--- config.mk ---
export PLATFORM = sky130hd
export DESIGN_NAME = tile_scheduler
export DESIGN_NICKNAME = d
export VERILOG_FILES = /design/src/rtl/tile_scheduler.sv
export SDC_FILE = /design/constraint.sdc
export NUM_CORES = 1
export LEC_CHECK = 0
export ABC_AREA = 1
export CORE_UTILIZATION = 25
export CTS_CLUSTER_DIAMETER = 30
export DETAILED_ROUTE_END_ITERATION = 16
export HOLD_SLACK_MARGIN = 0.08
export PLACE_DENSITY_LB_ADDON = 0.12
export SKIP_CTS_REPAIR_TIMING = 1
export SYNTH_ARGS = -nofsm -noshare
export SYNTH_HDL_FRONTEND = slang
export SYNTH_SLANG_ARGS = --single-unit
--- constraint.sdc ---
create_clock -name BOARD_CLK -period 2.2 [get_ports BOARD_CLK]
set_input_delay 0.44 -clock BOARD_CLK [delete_from_list [all_inputs] [get_ports BOARD_CLK]]
set_output_delay 0.44 -clock BOARD_CLK [all_outputs]
set_load 0.02 [all_outputs]
--- src/rtl/tile_scheduler.sv ---
// Raster-order tile sequencer feeding the framebuffer streamer through a
// ping-pong pair of tile buffers, flipping the SRAM page on vertical sync.
module tile_scheduler #(
    parameter int tileDim      = 8,
    parameter int screenWidth  = 640,
    parameter int screenHeight = 480
) (
    input  logic       BOARD_CLK,
    input  logic       Reset,
    output logic       renderStart,
    output logic [9:0] renderX,
    output logic [9:0] renderY,
    output logic       renderTileID,
    input  logic       renderDone,
    output logic       streamTileTrigger,
    output logic [9:0] xOffset,
    output logic [9:0] yOffset,
    output logic       streamingTileID,
    output logic       nextStreamingTileID,
    input  logic       doneStreaming,
    input  logic       VGA_VS,
    output logic       doubleBuffer,
    output logic       frameDone
);

    localparam int TX    = screenWidth / tileDim;
    localparam int TY    = screenHeight / tileDim;
    localparam int TOTAL = TX * TY;
    localparam int CW    = $clog2(TOTAL + 1);
    localparam int TXW   = (TX > 1) ? $clog2(TX) : 1;

    localparam logic [CW-1:0]  TOTAL_C = CW'(TOTAL);
    localparam logic [TXW-1:0] LAST_TX = TXW'(TX - 1);
    localparam logic [9:0]     STEP    = 10'(tileDim);

    typedef enum logic [1:0] {R_IDLE, R_BUSY, R_END} renderState_t;
    typedef enum logic [1:0] {S_IDLE, S_TRIG, S_RUN, S_FRAME} streamState_t;

    renderState_t     renderState;
    streamState_t     streamState;
    logic [1:0]       full;
    logic             renderBuf;
    logic             streamBuf;
    logic [1:0][9:0]  originX;
    logic [1:0][9:0]  originY;
    logic [TXW-1:0]   tileX;
    logic [9:0]       curX;
    logic [9:0]       curY;
    logic [CW-1:0]    renderCount;
    logic [CW-1:0]    streamCount;
    logic             vsSync;
    logic             vsPrev;

    assign nextStreamingTileID = streamingTileID;

    // Pixel origins are accumulated modulo 1024 so they stay truncated to
    // 10 bits, while tileX alone decides when a tile row wraps.
    always_ff @(posedge BOARD_CLK) begin
        if (Reset) begin
            renderState       <= R_IDLE;
            streamState       <= S_IDLE;
            full              <= '0;
            renderBuf         <= 1'b0;
            streamBuf         <= 1'b0;
            originX           <= '0;
            originY           <= '0;
            tileX             <= '0;
            curX              <= '0;
            curY              <= '0;
            renderCount       <= '0;
            streamCount       <= '0;
            vsSync            <= 1'b0;
            vsPrev            <= 1'b0;
            renderStart       <= 1'b0;
            renderX           <= '0;
            renderY           <= '0;
            renderTileID      <= 1'b0;
            streamTileTrigger <= 1'b0;
            xOffset           <= '0;
            yOffset           <= '0;
            streamingTileID   <= 1'b0;
            doubleBuffer      <= 1'b0;
            frameDone         <= 1'b0;
        end else begin
            renderStart <= 1'b0;
            frameDone   <= 1'b0;
            vsSync      <= VGA_VS;
            vsPrev      <= vsSync;

            case (renderState)
                R_IDLE: begin
                    if (renderCount != TOTAL_C && !full[renderBuf]) begin
                        renderStart  <= 1'b1;
                        renderX      <= curX;
                        renderY      <= curY;
                        renderTileID <= renderBuf;
                        renderCount  <= renderCount + 1'b1;
                        renderState  <= R_BUSY;
                        if (tileX == LAST_TX) begin
                            tileX <= '0;
                            curX  <= '0;
                            curY  <= curY + STEP;
                        end else begin
                            tileX <= tileX + 1'b1;
                            curX  <= curX + STEP;
                        end
                    end
                end
                R_BUSY: begin
                    if (renderDone) begin
                        full[renderBuf]    <= 1'b1;
                        originX[renderBuf] <= renderX;
                        originY[renderBuf] <= renderY;
                        renderBuf          <= ~renderBuf;
                        renderState        <= (renderCount == TOTAL_C) ? R_END : R_IDLE;
                    end
                end
                default: ;
            endcase

            // A release here and a renderDone above always touch different
            // bits of full, so both updates land in the same cycle.
            case (streamState)
                S_IDLE: begin
                    if (full[streamBuf] && doneStreaming) begin
                        xOffset           <= originX[streamBuf];
                        yOffset           <= originY[streamBuf];
                        streamingTileID   <= streamBuf;
                        streamTileTrigger <= 1'b1;
                        streamState       <= S_TRIG;
                    end
                end
                S_TRIG: begin
                    if (!doneStreaming) begin
                        streamTileTrigger <= 1'b0;
                        streamState       <= S_RUN;
                    end
                end
                S_RUN: begin
                    if (doneStreaming) begin
                        full[streamBuf] <= 1'b0;
                        streamBuf       <= ~streamBuf;
                        streamCount     <= streamCount + 1'b1;
                        if (streamCount + 1'b1 == TOTAL_C) begin
                            frameDone   <= 1'b1;
                            streamState <= S_FRAME;
                        end else begin
                            streamState <= S_IDLE;
                        end
                    end
                end
                S_FRAME: begin
                    if (vsPrev && !vsSync) begin
                        doubleBuffer <= ~doubleBuffer;
                        tileX        <= '0;
                        curX         <= '0;
                        curY         <= '0;
                        renderCount  <= '0;
                        streamCount  <= '0;
                        renderBuf    <= 1'b0;
                        streamBuf    <= 1'b0;
                        renderState  <= R_IDLE;
                        streamState  <= S_IDLE;
                    end
                end
                default: streamState <= S_IDLE;
            endcase
        end
    end

endmodule

==> run metrics <==
detailed-route via count=between 5,000 and 6,000; CTS H-tree depth=4; status=finished, final reports clean; Post-Syn Instances=approximately 820; Synth top area share=a little under half; drt first pass iters=5; cell taking the most area after synthesis=dfxtp_1; global-route wire length before repair=approximately 24 mm; Max Cap Viol=0; CTS buffer count=17; Top Ports=52; WL/cell=about 12 microns; clk sinks=~130; grt total ovfl=0; WP data required=2510 ps; Least-Margin Pin Slew=640.5 ps; post-route ant nets=0; Vias/cell=4.205; max incr delay on CP=~320 ps; max-slew violation count=0; NumNets Final=887; diode count=0; Pint=0.004964 W; Critical Path Slowest Stage Cell=dfxtp_1; area delta synth->final=25.81%; post-synthesis instance area=between 5000 and 6000 sq um; Site Rows=between 50 and 60; hold depth=2; crit path capture=curY[8]; PortBufs=between 40 and 50; pin count of the biggest net entering global routing=slightly below 80; Clock Path Buffers=2; TritonCTS clock tree=done; setup violators final=0; switching power=roughly 0.0019 W; Synth area leaders=dfxtp_1, nand2_1, o21ai_0; most frequent cells in the layout=nand2_1, dfxtp_1, nor2_1; R2R Path Start=renderCount[0]; WHS=433.8 ps; critical path arrival=about 2300 ps; layout cells sized above 1=7.432%; fill cell count=2,471; R2R setup slack=between 200 and 250 ps; Unique masters post-synth=36; FMAX=511.8 MHz; RSZ-0062 raised after global routing=no; asr flop ratio synth=0%; Yosys reg bits=134; sequential power share=roughly 40%; Setup TNS=0 ps; Total Routing Usage GR=between 10% and 20%; WL final=about 15 mm; synthesized area per cell=7.096 sq um; Clock transition at path regs=about 60 ps; clock skew=around 13 ps; critical path class=register to register; CP Capture Type=register; initial drt markers=~230; Post-DP HPWL=approximately 10 mm; CTS root buffer=clkbuf_16; number of global-route vias before repair=about 4,700; RD Place Congestion=0.7762; initial antenna violation count=0; Yosys warning total=0; Core Footprint=approximately 23,000 sq um; Worst VDD drop=0.4517 mV; Stages on worst setup path=11; clock latency on the worst-skew pair=420 ps; period utilisation layout=around 89%; total die area=approximately 24,000 sq um; minimum clock period=just under 2000 ps; leakage power=between 2 and 3 nW; Bufs and invs on worst path=3; ys flop type=dfxtp_1; final hold vios=0; Die Width=154.9 microns; Hold WC Path Type=register to register; Crit path max-delay family=simple AND/OR/NAND/NOR gates; PD cells=about 930 nW/um^2; Initial Utilization=about a quarter; EDFF count, synth=0; critical path launch point type=register; commonest non-fill, non-tap cell in the layout=nand2_1; switch share=roughly 28%; Critical Path Fanout Max=9; critical path, cell by cell=inv_1 > ha_1 > nand2_1 > nor3_1 > nand3_2 > buf_4 > nand3_4 > buf_4 > nor3_1 > a21oi_1 > nor2_1; crit path launch=renderCount[0]; sequential area share after synthesis=a little under half; Logic pwr share=roughly 14%; number of remaining DRC errors=0; Die Height=154.9 microns; Clk pwr share=a little under half; Max transition margin=57.25%; FF-to-FF path depth=11; reg2reg end=curY[8]
==> cells in the mapped netlist, types with 3 or more instances <==
cell type,number
buf_2,3
nand4_1,13
dfxtp_1,134
nand3_1,23
nand2_1,148
a21oi_1,90
inv_1,106
buf_1,3
clkbuf_1,23
buf_4,8
xor2_1,3
nor2_1,115
xnor2_1,4
nor3_1,15
ha_1,7
o21ai_0,103
==> layout make-up <==
| cell class | instances | area [sq um] | area share, % |
|---|---|---|---|
| Sequential cell | 134 | 2683 | 36.47 |
| Multi-Input combinational cell | 547 | 2576 | 35.02 |
| Timing Repair Buffer | 66 | 645.6 | 8.777 |
| Clock buffer | 19 | 452.9 | 6.158 |
| Inverter | 109 | 414.1 | 5.630 |
| Tap cell | 313 | 391.6 | 5.324 |
| Clock inverter | 13 | 192.7 | 2.619 |
==> per-layer routing <==
metal | track usage (%) | vias to the layer above | share of wire, %
met4 | 4.385 | 0 | 1.1
met5 | 0 | - | 0
met1 | 18.28 | 2226 | 54
met2 | 19.41 | 64 | 42
li1 | - | 2749 | -
met3 | 3.064 | 11 | 2.6
==> worst reg2reg max path: cells and delay by family (launching register included) <==
| kind | cells | cell delay (ps) |
|---|---|---|
| flops | 1 | 320 |
| simple gates | 6 | 740 |
| compound gates | 1 | 130 |
| fa+ha+maj | 1 | 160 |
| buf+inv | 3 | 510 |
==> sequential cells by signal, indices dropped and copies added, names as in the netlist, 2 cells and up <==
name and count:
curY 7, originX 20, yOffset 7, renderY 7, tileX 7, renderCount 13, full 2, curX 10
originY 14, streamCount 13, renderX 10, streamState 2, xOffset 10, renderState 2
==> cell families (layout without fill, tap and decap cells) <==
logic type | Yosys count | after routing | synth area share [%]
buffers and inverters | 148 | 207 | 10.38
AO/OA/AOI/OAI | 200 | 200 | 17.48
XOR/XNOR | 7 | 7 | 1.049
other | 1 | 6 | 0.06414
adder cells (fa/ha/maj) | 7 | 7 | 1.498
flip-flops | 134 | 134 | 45.88
AND/OR/NAND/NOR | 327 | 327 | 23.65
==> worst min path at each step <==
stage	startpoint	slack, ps	end
3_5_place_dp	curX[2]	420	curX[2]
5_1_grt	curX[2]	450	curX[2]
6_report	curX[2]	430	curX[2]
3_3_place_gp	curX[1]	430	curX[1]
2_1_floorplan	curX[0]	410	curX[0]
4_1_cts	curX[2]	440	curX[2]
==> power groups by stage <==
stage               clock [W]  sequential [W]  combinational (W)
floorplan                   0         0.00287           0.000565
global placement            0         0.00282            0.00101
detailed placement          0         0.00282            0.00101
CTS                   0.00321         0.00277            0.00102
global route          0.00330         0.00279            0.00112
finish                0.00311         0.00276           0.000998
==> per-stage QoR <==
stage | utilization, % | worst slack (ps) | instance area, sq um | std cells | total power (W)
global route | 32.29 | 15.85 | 7356 | 1201 | 0.007216
CTS | 32.28 | 201.3 | 7353 | 1201 | 0.006988
floorplan | - | 490.1 | 5866 | 829 | 0.003431
global placement | 29.45 | 148.2 | 6708 | 1169 | 0.003837
detailed placement | 29.45 | 133.0 | 6708 | 1169 | 0.003832
finish | 32.29 | 246.0 | 7356 | 1201 | 0.006868
Power figures use the tool's default switching activity.
